<file path="src/rtl/tcdm_bank_ctrl.sv">
// TCDM bank controller: drives one single-port SRAM and returns ID-tagged responses.
// The set-store phase of a test-and-set bypasses the bank stall and is never answered.
module tcdm_bank_ctrl #(
    parameter int unsigned ADDR_MEM_WIDTH = 12,
    parameter int unsigned ID_WIDTH       = 20,
    parameter int unsigned DATA_WIDTH     = 32,
    parameter int unsigned AUX_WIDTH      = 2,
    parameter int unsigned BE_WIDTH       = DATA_WIDTH/8,
    parameter int unsigned MEM_LATENCY    = 1
) (
    input  logic                      clk,
    input  logic                      rst_n,
    input  logic                      data_req_i,
    input  logic                      data_ts_set_i,
    input  logic [ADDR_MEM_WIDTH-1:0] data_add_i,
    input  logic                      data_wen_i,
    input  logic [DATA_WIDTH-1:0]     data_wdata_i,
    input  logic [BE_WIDTH-1:0]       data_be_i,
    input  logic [ID_WIDTH-1:0]       data_ID_i,
    input  logic [AUX_WIDTH-1:0]      data_aux_i,
    output logic                      data_gnt_o,
    input  logic                      bank_stall_i,
    output logic                      mem_cen_o,
    output logic                      mem_wen_o,
    output logic [ADDR_MEM_WIDTH-1:0] mem_addr_o,
    output logic [DATA_WIDTH-1:0]     mem_wdata_o,
    output logic [DATA_WIDTH-1:0]     mem_bwen_o,
    input  logic [DATA_WIDTH-1:0]     mem_rdata_i,
    output logic                      r_valid_o,
    output logic [ID_WIDTH-1:0]       r_ID_o,
    output logic [AUX_WIDTH-1:0]      r_aux_o,
    output logic [DATA_WIDTH-1:0]     r_rdata_o
);

    if (MEM_LATENCY != 1 && MEM_LATENCY != 2) begin : g_bad_latency
        $error("tcdm_bank_ctrl: MEM_LATENCY must be 1 or 2");
    end

    localparam int unsigned LAST = MEM_LATENCY - 1;

    logic fire;

    logic [MEM_LATENCY-1:0]                vld_q, vld_d;
    logic [MEM_LATENCY-1:0]                load_q, load_d;
    logic [MEM_LATENCY-1:0][ID_WIDTH-1:0]  id_q, id_d;
    logic [MEM_LATENCY-1:0][AUX_WIDTH-1:0] aux_q, aux_d;

    // Stall never blocks the set phase, so the set store lands right after its test read.
    assign data_gnt_o = data_req_i & (~bank_stall_i | data_ts_set_i);
    assign fire       = data_gnt_o;

    assign mem_cen_o   = ~fire;
    assign mem_wen_o   = ~(fire & ~data_wen_i);
    assign mem_addr_o  = data_add_i;
    assign mem_wdata_o = data_wdata_i;

    always_comb begin
        mem_bwen_o = '1;
        if (!data_wen_i) begin
            for (int unsigned i = 0; i < BE_WIDTH; i++) begin
                mem_bwen_o[8*i +: 8] = {8{~data_be_i[i]}};
            end
        end
    end

    always_comb begin
        vld_d     = vld_q;
        load_d    = load_q;
        id_d      = id_q;
        aux_d     = aux_q;
        vld_d[0]  = fire & ~data_ts_set_i;
        load_d[0] = data_wen_i;
        id_d[0]   = data_ID_i;
        aux_d[0]  = data_aux_i;
        for (int unsigned i = 1; i < MEM_LATENCY; i++) begin
            vld_d[i]  = vld_q[i-1];
            load_d[i] = load_q[i-1];
            id_d[i]   = id_q[i-1];
            aux_d[i]  = aux_q[i-1];
        end
    end

    always_ff @(posedge clk or negedge rst_n) begin
        if (!rst_n) begin
            vld_q  <= '0;
            load_q <= '0;
            id_q   <= '0;
            aux_q  <= '0;
        end else begin
            vld_q  <= vld_d;
            load_q <= load_d;
            id_q   <= id_d;
            aux_q  <= aux_d;
        end
    end

    assign r_valid_o = vld_q[LAST];
    assign r_ID_o    = vld_q[LAST] ? id_q[LAST] : '0;
    assign r_aux_o   = vld_q[LAST] ? aux_q[LAST] : '0;
    assign r_rdata_o = (vld_q[LAST] & load_q[LAST]) ? mem_rdata_i : '0;

endmodule

</file>
<file path="config.mk">
export PLATFORM = sky130hd
export DESIGN_NAME = tcdm_bank_ctrl
export DESIGN_NICKNAME = d
export VERILOG_FILES = /design/src/rtl/tcdm_bank_ctrl.sv
export SDC_FILE = /design/constraint.sdc
export NUM_CORES = 1
export LEC_CHECK = 0
export ABC_AREA = 0
export CAP_MARGIN = 20
export CORE_AREA = 2 2 94 96
export CTS_CLUSTER_DIAMETER = 200
export CTS_CLUSTER_SIZE = 16
export DETAILED_ROUTE_END_ITERATION = 7
export DIE_AREA = 0 0 96 98
export HOLD_SLACK_MARGIN = 0.08
export PLACE_DENSITY_LB_ADDON = 0.15
export SETUP_SLACK_MARGIN = 0.5
export SYNTH_ARGS = -nofsm -noshare
export SYNTH_HDL_FRONTEND = slang
export SYNTH_SLANG_ARGS = --single-unit
</file>
<file path="constraint.sdc">
create_clock -name clk -period 2 [get_ports clk]
set_clock_uncertainty 0.1 [all_clocks]
set_input_delay 0.6 -clock clk [delete_from_list [all_inputs] [get_ports clk]]
set_output_delay 0.6 -clock clk [all_outputs]
set_load 0.01 [all_outputs]
</file>
# Word-level counts from Yosys, hierarchy flattened
# Index checks and enable logic that the tools add are counted.
[op_classes] n_mux=4 bitwise_logic=14
[op_table] cell="32-bit 2-to-1 mux" count=2
[op_table] cell="20-bit 2-to-1 mux" count=1
[op_table] cell="1-bit NOT" count=9
[op_table] cell="1-bit AND" count=4
[op_table] cell="2-bit 2-to-1 mux" count=1
[op_table] cell="1-bit OR" count=1
[word_totals] register_bits=24 inputBits=108 out_inout_bits=134 wordCells=22

# Logic depth before layout (Yosys ltp)
[logic_depth] word_depth=5 mapped_depth=2 mapped_depth_nobuf=2

# Worst setup path before layout
# Ideal clock, no wire load.
[synth_path] path_kind="input to output" start="input data_wen_i" end="output mem_bwen_o[10]" arrival_ns=1.048 required_time_ns=1.300 path_slack_ns=0.252 cell_stages=2 n_path_buf=1 path_cell_list="nand2b_1 > buf_4"
[synth_via] elab_chain_len=1
[synth_rtl] item="start, declared" line="16" rtl="input logic data_wen_i,"
[synth_rtl] item="32-bit 2-to-1 mux" line="59" rtl="if (!data_wen_i) begin"
[synth_rtl] item="end, declared" line="27" rtl="output logic [DATA_WIDTH-1:0] mem_bwen_o,"
# No other way between the ends.

# Worst setup path after layout
[layout_path] start="register vld_q (netlist: r_valid_o)" end="output r_rdata_o[13]"
[layout_via] elab_chain_len=2
[layout_rtl] item="start, declared" line="43" rtl="logic [MEM_LATENCY-1:0] vld_q, vld_d;"
[layout_rtl] item="start signal, assigned" line="90" rtl="vld_q <= vld_d;"
[layout_rtl] item="1-bit AND" line="100" rtl="assign r_rdata_o = (vld_q[LAST] & load_q[LAST]) ? mem_rdata_i : '0;"
[layout_rtl] item="32-bit 2-to-1 mux" line="100"
[layout_rtl] item="end, declared" line="32" rtl="output logic [DATA_WIDTH-1:0] r_rdata_o"
# No other way between the ends.

==> impl_metrics.json <==
{
  "wirelength_mm": 5.730,
  "viasPerCell": 3.824,
  "fin_crit_sh": 1.005,
  "dieArea_mm2": 0.009408,
  "hp-start": "bank_stall_i",
  "cts_hold_buf": 0,
  "path_clk_slew_ns": 0.08,
  "ant_nets": 0,
  "fin_area_mm2": 0.003316,
  "dp.cells": 354,
  "fillers": 849,
  "finalMaxSlewViolations": 0,
  "htree_num_levels": 1,
  "p_leak_uw": 0.001594,
  "worstPathArrival_ns": 1.31,
  "max-cap-violations": 0,
  "p_int_uw": 951.6,
  "placed_cell_area_mm2": 0.002930,
  "dr.pass1.iters": 2,
  "layout_common_cells": "buf_6, and3_4, dlygate4sd2_1",
  "slew_headroom": 0.7941,
  "final_util": 0.3917,
  "path_class": "flop to output pin",
  "power.density_mw_per_mm2": 379.5,
  "tightest_slew_ns": 0.3089,
  "required_ns": 1.30,
  "die_h_um": 98,
  "finalSetupViolations": 2,
  "dp_hpwl_mm": 4.193,
  "num_vias": 1415,
  "syn_avg_cell_area_um2": 9.657,
  "grt_pass1_wl_mm": 8.362,
  "max_freq_mhz": 497.7,
  "die_w_um": 96,
  "worst_setup_path_start_kind": "flop",
  "initialDrtViolationCount": 6,
  "final_layout_size_suffix_gt1_frac": 0.6947,
  "violations": "negative setup slack",
  "hp-class": "input pin to flop",
  "rsz0062_at_grt": "yes",
  "period_needed_ns": 2.009,
  "cts-root-buf": "clkbuf_8",
  "cts_buffer_depth": 2,
  "seq_area_um2": 601.8,
  "power_switching_uw": 306.7,
  "initial_core_util": 0.1905,
  "yosysWarnings": 0,
  "cts.sinks": 24,
  "crit_fanout": 6,
  "synth.distinct_cells": 12,
  "status": "finished with violations",
  "fin_cells": 370,
  "cts_buffers": 3,
  "fin_ws_ns": -0.009181,
  "final-hold-violation-count": 0,
  "gp_congestion": 0.6590,
  "ir_drop_mv": 0.3709,
  "port_buffers": 153,
  "p_comb_frac": 0.329,
  "ys_ff_latch": 24,
  "grt_pass1_vias": 1512,
  "cts_tree": "built",
  "critPathCaptureType": "output pin",
  "drc_errors": 0,
  "synth_area_mm2": 0.001613,
  "pre_cts_slack_ns": -0.6478,
  "seqPwrFrac": 0.412,
  "critPathLaunch": "r_valid_o$_DFF_PN0_",
  "num_rows": 34,
  "wl_per_cell_um": 15.49,
  "grt-ovfl-total": 0,
  "nets": 371,
  "synth_cells": 167,
  "core_mm2": 0.008466,
  "clkPwrFrac": 0.260,
  "switching_share": 0.2437,
  "ys_seq_area_frac": 0.3724,
  "io_pins": 242,
  "layout_commonest_cell": "buf_6",
  "holdWs_ns": 0.4421,
  "grt_max_degree": 33,
  "syn_to_final_growth_pct": 105.6,
  "diodes": 0,
  "multi_input_area_um2": 651.9,
  "antenna_found_initial": 0,
  "synth_fp_nets": 275,
  "track_usage": 0.1157
}
==> stage by stage <==
| stage | setup TNS [ns] | power, uW |
|---|---|---|
| finish | -0.01727 | 1258 |
| global route | -0.8941 | 1328 |
| CTS | -0.3938 | 1265 |
| detailed placement | -37.02 | 902.0 |
| global placement | -37.34 | 901.5 |
| floorplan | 0 | 751.0 |
==> path summary, 6_finish.rpt <==
path | to | depth (start not counted)
worst max-delay path | r_rdata_o[13] | 4
worst min-delay path | r_valid_o$_DFF_PN0_ | 2
max in group asynchronous | r_valid_o$_DFF_PN0_ | 2
min in group asynchronous | id_q[11]$_DFF_PN0_ | 2
==> per-layer routing <==
metal	up-vias	share of wire	global-route usage
met5	-	0	0
met1	670	0.37	0.1396
li1	647	-	-
met3	20	0.11	0.03858
met2	78	0.50	0.1886
met4	0	0.021	0.04396
==> repair_timing <==
item | 4_1_cts | 5_1_grt
setup buffers | 8 | 1
setup endpoints to repair | 90 | 90
resized for setup | 540 | 29
pin swaps | 22 | 19
gates cloned | 3 | 0
==> cells by family after synthesis <==
kind of cell	share of synthesized area
AND/OR/NAND/NOR	0.2676
buffers and inverters	0.3600
flip-flops	0.3724
==> flip-flops by register name (all words and copies together) (netlist names) <==
| name | flops |
|---|---|
| aux_q | 2 |
| r_valid_o | 1 |
| load_q | 1 |
| id_q | 20 |
==> Yosys cell counts, drive strengths merged <==
| master | instances | area share |
|---|---|---|
| nor3b | 1 | 0.0047 |
| and3 | 32 | 0.15 |
| clkbuf | 3 | 0.0093 |
| buf | 77 | 0.35 |
| nand2b | 5 | 0.019 |
| and2 | 23 | 0.091 |
| nand2 | 1 | 0.0023 |
| dfrtp | 24 | 0.37 |
| nand3b | 1 | 0.0047 |
==> critical path: stages (launching register included) <==
cell,delay (ns)
dfrtp_2,0.47
buf_12,0.16
buf_16,0.13
and3_4,0.17
buf_6,0.11
==> layout make-up <==
| cell class | instances | share of cell area |
|---|---|---|
| repair buffers | 171 | 0.5645 |
| clock buffers | 4 | 0.01660 |
| well taps | 108 | 0.04075 |
| multi-input cells | 63 | 0.1966 |
| flip-flops and latches | 24 | 0.1815 |
==> power groups by stage <==
stage	clock network (uW)	registers, uW	logic [uW]
2_1_floorplan	0	525	226
6_report	327	518	414
3_5_place_dp	0	525	377
4_1_cts	338	517	410
5_1_grt	366	521	441
3_3_place_gp	0	524	377
Note: power is estimated with default switching activity, not from simulation.
